==> src/rtl/exe_stage_pkg.sv <==
// Shared types and constants for the execute stage: bus widths, ALU opcodes,
// FSM states and the bypass-select helper used for every source operand.
package exe_stage_pkg;

   localparam int RegBus         = 32;
   localparam int RegAddrBus     = 5;
   localparam int AluCtrl        = 4;
   localparam int MUL_CYCLES_DEF = 32;

   typedef enum logic [AluCtrl-1:0] {
      ALU_ADD  = 4'd0,
      ALU_SUB  = 4'd1,
      ALU_AND  = 4'd2,
      ALU_OR   = 4'd3,
      ALU_XOR  = 4'd4,
      ALU_SLL  = 4'd5,
      ALU_SRL  = 4'd6,
      ALU_SRA  = 4'd7,
      ALU_ROTR = 4'd8,
      ALU_SLT  = 4'd9,
      ALU_SLTU = 4'd10,
      ALU_MUL  = 4'd11,
      ALU_MOVB = 4'd12
   } alu_op_e;

   typedef enum logic {
      ST_IDLE     = 1'b0,
      ST_MUL_BUSY = 1'b1
   } exe_state_e;

   // MEM bypass is younger than WB, so it wins when both match.
   function automatic logic [RegBus-1:0] fwd_sel(
      input logic [RegAddrBus-1:0] addr,
      input logic [RegBus-1:0]     rf,
      input logic                  mem_en,
      input logic [RegAddrBus-1:0] mem_addr,
      input logic [RegBus-1:0]     mem_data,
      input logic                  wb_en,
      input logic [RegAddrBus-1:0] wb_addr,
      input logic [RegBus-1:0]     wb_data
   );
      if (mem_en && (mem_addr == addr)) return mem_data;
      if (wb_en && (wb_addr == addr))   return wb_data;
      return rf;
   endfunction

endpackage

==> src/rtl/exe_stage_mul.sv <==
// Iterative shift-add multiplier: one multiplier bit per cycle, low word kept.
// product_o is valid combinationally while last_o is high.
module exe_mul
   import exe_stage_pkg::*;
#(
   parameter int MUL_CYCLES = MUL_CYCLES_DEF
) (
   input  logic              clk,
   input  logic              rst,
   input  logic              start_i,
   input  logic              abort_i,
   input  logic [RegBus-1:0] a_i,
   input  logic [RegBus-1:0] b_i,
   output logic              last_o,
   output logic [RegBus-1:0] product_o
);

   localparam int CW = (MUL_CYCLES > 1) ? $clog2(MUL_CYCLES) : 1;

   logic              busy_q, busy_d;
   logic [CW-1:0]     cnt_q, cnt_d;
   logic [RegBus-1:0] mcand_q, mcand_d;
   logic [RegBus-1:0] mplier_q, mplier_d;
   logic [RegBus-1:0] acc_q, acc_d;
   logic [RegBus-1:0] step_sum;

   assign step_sum  = acc_q + (mplier_q[0] ? mcand_q : '0);
   assign last_o    = busy_q && (cnt_q == CW'(MUL_CYCLES - 1));
   assign product_o = step_sum;

   always_comb begin
      busy_d   = busy_q;
      cnt_d    = cnt_q;
      mcand_d  = mcand_q;
      mplier_d = mplier_q;
      acc_d    = acc_q;
      if (abort_i) begin
         busy_d = 1'b0;
         cnt_d  = '0;
      end else if (start_i) begin
         busy_d   = 1'b1;
         cnt_d    = '0;
         mcand_d  = a_i;
         mplier_d = b_i;
         acc_d    = '0;
      end else if (busy_q) begin
         acc_d    = step_sum;
         mcand_d  = {mcand_q[RegBus-2:0], 1'b0};
         mplier_d = {1'b0, mplier_q[RegBus-1:1]};
         if (last_o) begin
            busy_d = 1'b0;
            cnt_d  = '0;
         end else begin
            cnt_d = cnt_q + 1'b1;
         end
      end
   end

   always_ff @(posedge clk) begin
      if (!rst) begin
         busy_q   <= 1'b0;
         cnt_q    <= '0;
         mcand_q  <= '0;
         mplier_q <= '0;
         acc_q    <= '0;
      end else begin
         busy_q   <= busy_d;
         cnt_q    <= cnt_d;
         mcand_q  <= mcand_d;
         mplier_q <= mplier_d;
         acc_q    <= acc_d;
      end
   end

endmodule

==> src/rtl/exe_stage.sv <==
// Execute stage: operand bypass, single-cycle ALU, multi-cycle MUL sequencing
// and the EXE/MEM pipeline register. stall_o holds the front end during MUL.
module exe_stage
   import exe_stage_pkg::*;
#(
   parameter int MUL_CYCLES = MUL_CYCLES_DEF
) (
   input  logic                  clk,
   input  logic                  rst,
   input  logic                  id_valid_i,
   input  logic                  flush_i,
   input  logic [RegAddrBus-1:0] reg1_addr_i,
   input  logic [RegAddrBus-1:0] reg2_addr_i,
   input  logic [RegAddrBus-1:0] reg3_addr_i,
   input  logic [RegBus-1:0]     reg1_i,
   input  logic [RegBus-1:0]     reg2_i,
   input  logic [RegBus-1:0]     reg3_i,
   input  logic [RegBus-1:0]     imm_i,
   input  logic [AluCtrl-1:0]    alu_ctrl_i,
   input  logic                  src_imm_reg_i,
   input  logic                  src_mem_alu_i,
   input  logic                  src_din_i,
   input  logic                  wb_en_i,
   input  logic                  mem_fwd_en_i,
   input  logic [RegAddrBus-1:0] mem_fwd_addr_i,
   input  logic [RegBus-1:0]     mem_fwd_data_i,
   input  logic                  wb_fwd_en_i,
   input  logic [RegAddrBus-1:0] wb_fwd_addr_i,
   input  logic [RegBus-1:0]     wb_fwd_data_i,
   output logic                  exe_valid_o,
   output logic [RegBus-1:0]     alu_result_o,
   output logic [RegBus-1:0]     store_data_o,
   output logic [RegAddrBus-1:0] dst_addr_o,
   output logic                  wb_en_o,
   output logic                  mem_to_reg_o,
   output logic                  mem_we_o,
   output logic                  stall_o
);

   logic [RegBus-1:0] op_a, op_b, fwd_b, fwd_c, alu_res;
   logic [4:0]        shamt;
   logic              is_mul;

   assign op_a   = fwd_sel(reg1_addr_i, reg1_i, mem_fwd_en_i, mem_fwd_addr_i, mem_fwd_data_i,
                           wb_fwd_en_i, wb_fwd_addr_i, wb_fwd_data_i);
   assign fwd_b  = fwd_sel(reg2_addr_i, reg2_i, mem_fwd_en_i, mem_fwd_addr_i, mem_fwd_data_i,
                           wb_fwd_en_i, wb_fwd_addr_i, wb_fwd_data_i);
   assign fwd_c  = fwd_sel(reg3_addr_i, reg3_i, mem_fwd_en_i, mem_fwd_addr_i, mem_fwd_data_i,
                           wb_fwd_en_i, wb_fwd_addr_i, wb_fwd_data_i);
   assign op_b   = src_imm_reg_i ? imm_i : fwd_b;
   assign shamt  = op_b[4:0];
   assign is_mul = (alu_ctrl_i == ALU_MUL);

   logic [2*RegBus-1:0] rot_w;
   assign rot_w = {op_a, op_a} >> shamt;

   always_comb begin
      alu_res = '0;
      case (alu_ctrl_i)
         ALU_ADD:  alu_res = op_a + op_b;
         ALU_SUB:  alu_res = op_a - op_b;
         ALU_AND:  alu_res = op_a & op_b;
         ALU_OR:   alu_res = op_a | op_b;
         ALU_XOR:  alu_res = op_a ^ op_b;
         ALU_SLL:  alu_res = op_a << shamt;
         ALU_SRL:  alu_res = op_a >> shamt;
         ALU_SRA:  alu_res = $unsigned($signed(op_a) >>> shamt);
         ALU_ROTR: alu_res = rot_w[RegBus-1:0];
         ALU_SLT:  alu_res = {{(RegBus-1){1'b0}}, ($signed(op_a) < $signed(op_b))};
         ALU_SLTU: alu_res = {{(RegBus-1){1'b0}}, (op_a < op_b)};
         ALU_MOVB: alu_res = op_b;
         default:  alu_res = '0;
      endcase
   end

   // MUL sequencing
   exe_state_e        state_q, state_d;
   logic              mul_start, mul_abort, mul_last;
   logic [RegBus-1:0] mul_prod;

   exe_mul #(.MUL_CYCLES(MUL_CYCLES)) u_mul (
      .clk       (clk),
      .rst       (rst),
      .start_i   (mul_start),
      .abort_i   (mul_abort),
      .a_i       (op_a),
      .b_i       (op_b),
      .last_o    (mul_last),
      .product_o (mul_prod)
   );

   always_comb begin
      state_d   = state_q;
      mul_start = 1'b0;
      mul_abort = 1'b0;
      stall_o   = 1'b0;
      case (state_q)
         ST_IDLE: begin
            if (!flush_i && id_valid_i && is_mul) begin
               state_d   = ST_MUL_BUSY;
               mul_start = 1'b1;
               stall_o   = 1'b1;
            end
         end
         ST_MUL_BUSY: begin
            if (flush_i) begin
               state_d   = ST_IDLE;
               mul_abort = 1'b1;
            end else if (mul_last) begin
               state_d = ST_IDLE;
            end else begin
               stall_o = 1'b1;
            end
         end
         default: state_d = ST_IDLE;
      endcase
      if (!rst) stall_o = 1'b0;
   end

   always_ff @(posedge clk) begin
      if (!rst) state_q <= ST_IDLE;
      else      state_q <= state_d;
   end

   // Control and store data of the in-flight MUL, captured at accept
   logic [RegAddrBus-1:0] mdst_q;
   logic [RegBus-1:0]     msd_q;
   logic                  mwb_q, mm2r_q, mwe_q;

   always_ff @(posedge clk) begin
      if (!rst) begin
         mdst_q <= '0;
         msd_q  <= '0;
         mwb_q  <= 1'b0;
         mm2r_q <= 1'b0;
         mwe_q  <= 1'b0;
      end else if (mul_start) begin
         mdst_q <= reg3_addr_i;
         msd_q  <= fwd_c;
         mwb_q  <= wb_en_i;
         mm2r_q <= src_mem_alu_i;
         mwe_q  <= src_din_i;
      end
   end

   // EXE/MEM register; bubbles clear valid and side-effect controls only
   logic                  vld_q, vld_d, wb_q, wb_d, m2r_q, m2r_d, we_q, we_d;
   logic [RegBus-1:0]     res_q, res_d, sd_q, sd_d;
   logic [RegAddrBus-1:0] dst_q, dst_d;

   always_comb begin
      vld_d = 1'b0;
      wb_d  = 1'b0;
      m2r_d = 1'b0;
      we_d  = 1'b0;
      res_d = res_q;
      sd_d  = sd_q;
      dst_d = dst_q;
      if (flush_i) begin
         vld_d = 1'b0;
      end else if (state_q == ST_MUL_BUSY) begin
         if (mul_last) begin
            vld_d = 1'b1;
            res_d = mul_prod;
            sd_d  = msd_q;
            dst_d = mdst_q;
            wb_d  = mwb_q;
            m2r_d = mm2r_q;
            we_d  = mwe_q;
         end
      end else if (!mul_start) begin
         vld_d = id_valid_i;
         res_d = alu_res;
         sd_d  = fwd_c;
         dst_d = reg3_addr_i;
         wb_d  = id_valid_i && wb_en_i;
         m2r_d = id_valid_i && src_mem_alu_i;
         we_d  = id_valid_i && src_din_i;
      end
   end

   always_ff @(posedge clk) begin
      if (!rst) begin
         vld_q <= 1'b0;
         wb_q  <= 1'b0;
         m2r_q <= 1'b0;
         we_q  <= 1'b0;
         res_q <= '0;
         sd_q  <= '0;
         dst_q <= '0;
      end else begin
         vld_q <= vld_d;
         wb_q  <= wb_d;
         m2r_q <= m2r_d;
         we_q  <= we_d;
         res_q <= res_d;
         sd_q  <= sd_d;
         dst_q <= dst_d;
      end
   end

   assign exe_valid_o  = vld_q;
   assign alu_result_o = res_q;
   assign store_data_o = sd_q;
   assign dst_addr_o   = dst_q;
   assign wb_en_o      = wb_q;
   assign mem_to_reg_o = m2r_q;
   assign mem_we_o     = we_q;

endmodule
==> config.mk <==
export PLATFORM = sky130hd
export DESIGN_NAME = exe_stage
export DESIGN_NICKNAME = d
export VERILOG_FILES = /design/src/rtl/exe_stage_pkg.sv /design/src/rtl/exe_stage_mul.sv /design/src/rtl/exe_stage.sv
export SDC_FILE = /design/constraint.sdc
export NUM_CORES = 1
export LEC_CHECK = 0
export CAP_MARGIN = 0
export CORE_MARGIN = 3
export CORE_UTILIZATION = 35
export CTS_BUF_LIST = sky130_fd_sc_hd__clkbuf_4 sky130_fd_sc_hd__clkbuf_8 sky130_fd_sc_hd__clkbuf_16
export CTS_CLUSTER_SIZE = 14
export DETAILED_ROUTE_END_ITERATION = 16
export SYNTH_ARGS = -nofsm -noshare
export SYNTH_HDL_FRONTEND = slang
export SYNTH_SLANG_ARGS = --single-unit
==> constraint.sdc <==
create_clock -name clk -period 9.24 [get_ports clk]
set_clock_uncertainty 0.1 [all_clocks]
set_input_delay 2.31 -clock clk [delete_from_list [all_inputs] [get_ports clk]]
set_output_delay 2.31 -clock clk [all_outputs]
set_load 0.01 [all_outputs]
==> out/results.txt <==
The tools report the remaining antenna violation count after routing as 0. Data on the critical path arrives at its endpoint at 8480 ps. The count of unresolved DRC violations after routing is 0, and the flip-flop and latch area is 0.00432 mm2. The synthesized design contains 0 enable-type register cells.

The number of violations of the max-capacitance limit was 0. After synthesis, the mean cell area works out to 6.89 um2. The post-synthesis sequential element count was 216. For the initial antenna violation count, the log shows 11. Fraction of layout cells with a size suffix above 1: 7.05%. sky130_fd_sc_hd__nand2_1 is the most common cell in the netlist. The multi-input combinational cells in the finished layout cover a total of 0.0167 mm2. The global-route total usage across every layer is 35.3%. In this run the register-to-register setup slack is 4350 ps. The critical path buffer and inverter count was 2; the met1 global-route usage was 45.6%. Counting flops with an async set or reset pin after synthesis yields a share of 0%. The worst hold path was traced through 2 stages. The tools report the launch point of the critical path as wb_fwd_addr_i[1].

The ratio of final minimum period to clock period is 88.3%. Ranked by total cell area, the synthesized netlist is headed by sky130_fd_sc_hd__dfxtp_1 19%, sky130_fd_sc_hd__nand2_1 8.0%, sky130_fd_sc_hd__ha_1 7.6%. The HPWL reported at the end of detailed placement was 95.3 mm.

In the synthesized netlist, the cells that appear most often are 481 x sky130_fd_sc_hd__nand2_1, 290 x sky130_fd_sc_hd__nor2_1, 271 x sky130_fd_sc_hd__a21oi_1. The worst pin sits at a relative slew slack of 18.3%. Counting every net in the synthesized netlist gives 3632. The run gives 6 as the number of detailed-routing iterations run before antenna repair.

Setup repair after global routing left no endpoint under its margin. Of all cell types, the one taking the most synthesized area is sky130_fd_sc_hd__dfxtp_1. The tools report the highest attainable clock frequency as 123 MHz. STA classifies the critical path endpoint as a flop. The final total power is 3.71 mW. The cell type with the highest occurrence count on the critical path is sky130_fd_sc_hd__xnor2_1.

In this run the standard cell core region covers 0.0633 mm2. The initial utilization of the core area, before any placement, comes to 35.5%. At the later pin of the worst-skew pair, clock insertion delay measures 580 ps. The number of global-route vias before repair is 25400. The largest single stage delay on the critical path is 710 ps. The critical path goes through clkdlybuf4s50_1 > xnor2_1 > nand4_1 > nor2_4 > buf_4 > mux2i_1 > a211oi_1 > a21oi_1 > ha_1 > or3_1 > or2_2 > a31oi_1 > o21a_1 > o31a_1 > or4_4 > a41oi_4 > o31ai_1 > a21oi_2 > xnor2_1 > a2111oi_2 > o32ai_1. The tools report the startpoint of the tightest hold check path as msd_q[20]. The tools report the clock buffer count from CTS as 28. The run gives 3 as the clock tree buffer depth.

The critical register-to-register path endpoint was alu_result_o[26]. Cells fill 43.5% of the core in the end. The port buffer count is 304. At the pin with the least slew margin, the transition time is 1230 ps. The overflow left after global routing is 0, and the summed negative setup slack over all endpoints is 0 ps.

Number of instances in the synthesized netlist: 3261. The netlist uses 93 different library cells. The run gives 9.52% as the met3 track utilization from global routing. The total number of H-tree levels was 1. Buffers inserted to repair hold after CTS numbered 0. The end point of the most critical hold path was msd_q[20]. The post-CTS clock slew at the launch and capture registers of the worst setup and hold paths is 60 ps, and the post-cts gate resize count is 0. The area growth from synthesis to layout is 22.7%. The minimum clock period after layout is 8160 ps, and the detailed-route vias per instance is 6.28. The first global-routing pass estimated 178 mm of wire. The cell with the largest stage delay on the worst path is sky130_fd_sc_hd__a2111oi_2. The detail-routed net length per standard cell is 28.6 um, and the wire length after detailed routing is 124 mm.

For the number of pins with negative max-slew slack in the final report, the log shows 0. Entering global routing, the biggest net connects 82 pins. Fill cells in the final layout number 6685. The die is 259 um tall.

For this design the ratio of total power to cell area is 135 mW/mm2. The global-route met2 utilization is 54.0%, and the die boundary width is 259 um. 305 I/O pins were placed.

The Yosys step of the flow raised 0 warnings. The first-iteration detailed-routing DRC count is 3221, and the maximum fanout count along the critical path is 16. The row count came out at 92. The worst setup path is of the primary input to flop kind. At the end of the flow, the number of nets in the layout was 3824. Of the synthesized area, sequential elements account for 19.3%. VDD sags by at most 0.000142 V.

For this run, the leading register cell type out of synthesis is sky130_fd_sc_hd__dfxtp_1. The tools report the die outline area as 0.0672 mm2. In this run the clock root is driven by a sky130_fd_sc_hd__clkbuf_16. The tools report the total setup buffers inserted after CTS as 0.

The tightest min-delay check is of the flop to flop type. The total number of vias is 27200. The peak-usage layer in the global routing report was met2. The data required time at the worst endpoint came out at 9570 ps. Counting every sink on the clock net gives 216. The number of failing hold endpoints at the final stage is 0, and the top cell type's share of synthesized area is 19.3%. Startpoint type of the worst setup path: a primary input.

The number of cells on the worst reg-to-reg path is 17. Broken down by cell family, the worst path's largest delay share belongs to compound AO/OA/AOI/OAI gates. The synthesized cell area was 0.0225 mm2.

The flow ran to the end, and the final reports show no timing, DRC or antenna violations. Launch point of the worst reg-to-reg path: u_mul.mplier_q[0]. The placer's final routability congestion estimate was 1.09. TritonCTS built the clock tree. Setup violations remaining at the end of the flow were counted as 0.

Summed over all cells, the static leakage comes to 10.3 nW.
==> through the flow <==
| stage | instance area, um2 | worst slack, ps | instances | hold WS, ps |
|---|---|---|---|---|
| after floorplan | 22500 | 2040 | 3261 | 336 |
| after global placement | 26500 | 772 | 4269 | 341 |
| after detailed placement | 26500 | 678 | 4269 | 346 |
| after CTS | 27500 | 1230 | 4320 | 354 |
| after global routing | 27500 | 730 | 4324 | 366 |
| final | 27500 | 1080 | 4326 | 353 |
==> per-layer routing <==
metal  share of wire [%]  routed length, um
met2                  43              52700
met5               0.032                 40
met4                 6.1               7520
met3                  10              12900
met1                  41              50700
==> worst max path at each step <==
stage | endpoint | slack [ps] | cells after the start
3_3_place_gp | alu_result_o[31] | 770 | 21
3_5_place_dp | alu_result_o[31] | 680 | 21
4_1_cts | stall_o | 1230 | 7
6_report | alu_result_o[31] | 1080 | 21
2_1_floorplan | alu_result_o[26] | 2040 | 22
5_1_grt | alu_result_o[31] | 730 | 21
==> state kept, by name, summed over array words and instances, names as in the netlist <==
| register | cells |
|---|---|
| state_q | 1 |
| u_mul.cnt_q | 5 |
| mm2r_q | 1 |
| mdst_q | 5 |
| store_data_o | 32 |
| u_mul.acc_q | 32 |
| wb_en_o | 1 |
| msd_q | 32 |
| u_mul.mcand_q | 32 |
| exe_valid_o | 1 |
| dst_addr_o | 5 |
| mwb_q | 1 |
| mwe_q | 1 |
| u_mul.mplier_q | 32 |
| alu_result_o | 32 |
| u_mul.busy_q | 1 |
| mem_to_reg_o | 1 |
| mem_we_o | 1 |
==> worst reg2reg max path, cell delays in order (launching register included) <==
cell and delay [ps]:
sky130_fd_sc_hd__dfxtp_1 300, sky130_fd_sc_hd__buf_4 230, sky130_fd_sc_hd__and2_1 210, sky130_fd_sc_hd__ha_1 230, sky130_fd_sc_hd__fa_1 440, sky130_fd_sc_hd__a21oi_1 180, sky130_fd_sc_hd__nand4b_1 160, sky130_fd_sc_hd__a21boi_0 180
sky130_fd_sc_hd__a221o_1 390, sky130_fd_sc_hd__a21o_1 270, sky130_fd_sc_hd__a21oi_1 260, sky130_fd_sc_hd__a21oi_1 140, sky130_fd_sc_hd__xnor2_1 180, sky130_fd_sc_hd__o21ai_0 920, sky130_fd_sc_hd__a21oi_1 60, sky130_fd_sc_hd__o21ai_0 210
sky130_fd_sc_hd__buf_4 210, sky130_fd_sc_hd__o32a_1 150
==> layout make-up <==
type,count,share of cell area (%)
clock buffer,37,2.88
clock inverter,14,1.03
antenna,6,0.0545
tap,846,3.84
multi-input combinational,2684,60.8
inverter,98,1.35
sequential,216,15.7
timing repair buffer,425,14.4
==> layout by cell type (no fill, tap or decap), types with 49 or more instances in the layout <==
| cell | netlist | routed |
|---|---|---|
| sky130_fd_sc_hd__o21ai_0 | 236 | 236 |
| sky130_fd_sc_hd__nand3_1 | 141 | 141 |
| sky130_fd_sc_hd__a211oi_1 | 110 | 110 |
| sky130_fd_sc_hd__clkdlybuf4s50_1 | 0 | 303 |
| sky130_fd_sc_hd__xnor2_1 | 57 | 57 |
| sky130_fd_sc_hd__a21oi_1 | 271 | 270 |
| sky130_fd_sc_hd__ha_1 | 137 | 137 |
| sky130_fd_sc_hd__nand2_1 | 481 | 479 |
| sky130_fd_sc_hd__inv_1 | 92 | 90 |
| sky130_fd_sc_hd__mux2i_1 | 128 | 128 |
| sky130_fd_sc_hd__nor2_1 | 290 | 288 |
| sky130_fd_sc_hd__buf_4 | 3 | 120 |
| sky130_fd_sc_hd__dfxtp_1 | 216 | 216 |
| sky130_fd_sc_hd__a31oi_1 | 49 | 49 |
| sky130_fd_sc_hd__nor3_1 | 99 | 98 |
==> power by group <==
part | switching, mW | internal, mW | total, mW
Clock | 0.462 | 0.825 | 1.29
Combinational | 0.941 | 0.495 | 1.44
Sequential | 0.0227 | 0.963 | 0.985
==> cell families after synthesis <==
group                    after synthesis  share of synthesized area, %
AO/OA/AOI/OAI                       1118                          33.1
XOR/XNOR                              77                          3.00
adder cells (fa/ha/maj)              140                          7.90
buffers and inverters                361                          6.57
flip-flops                           216                          19.3
multiplexers                         135                          6.06
AND/OR/NAND/NOR                     1214                          24.1
Note: power is estimated with default switching activity, not from simulation.
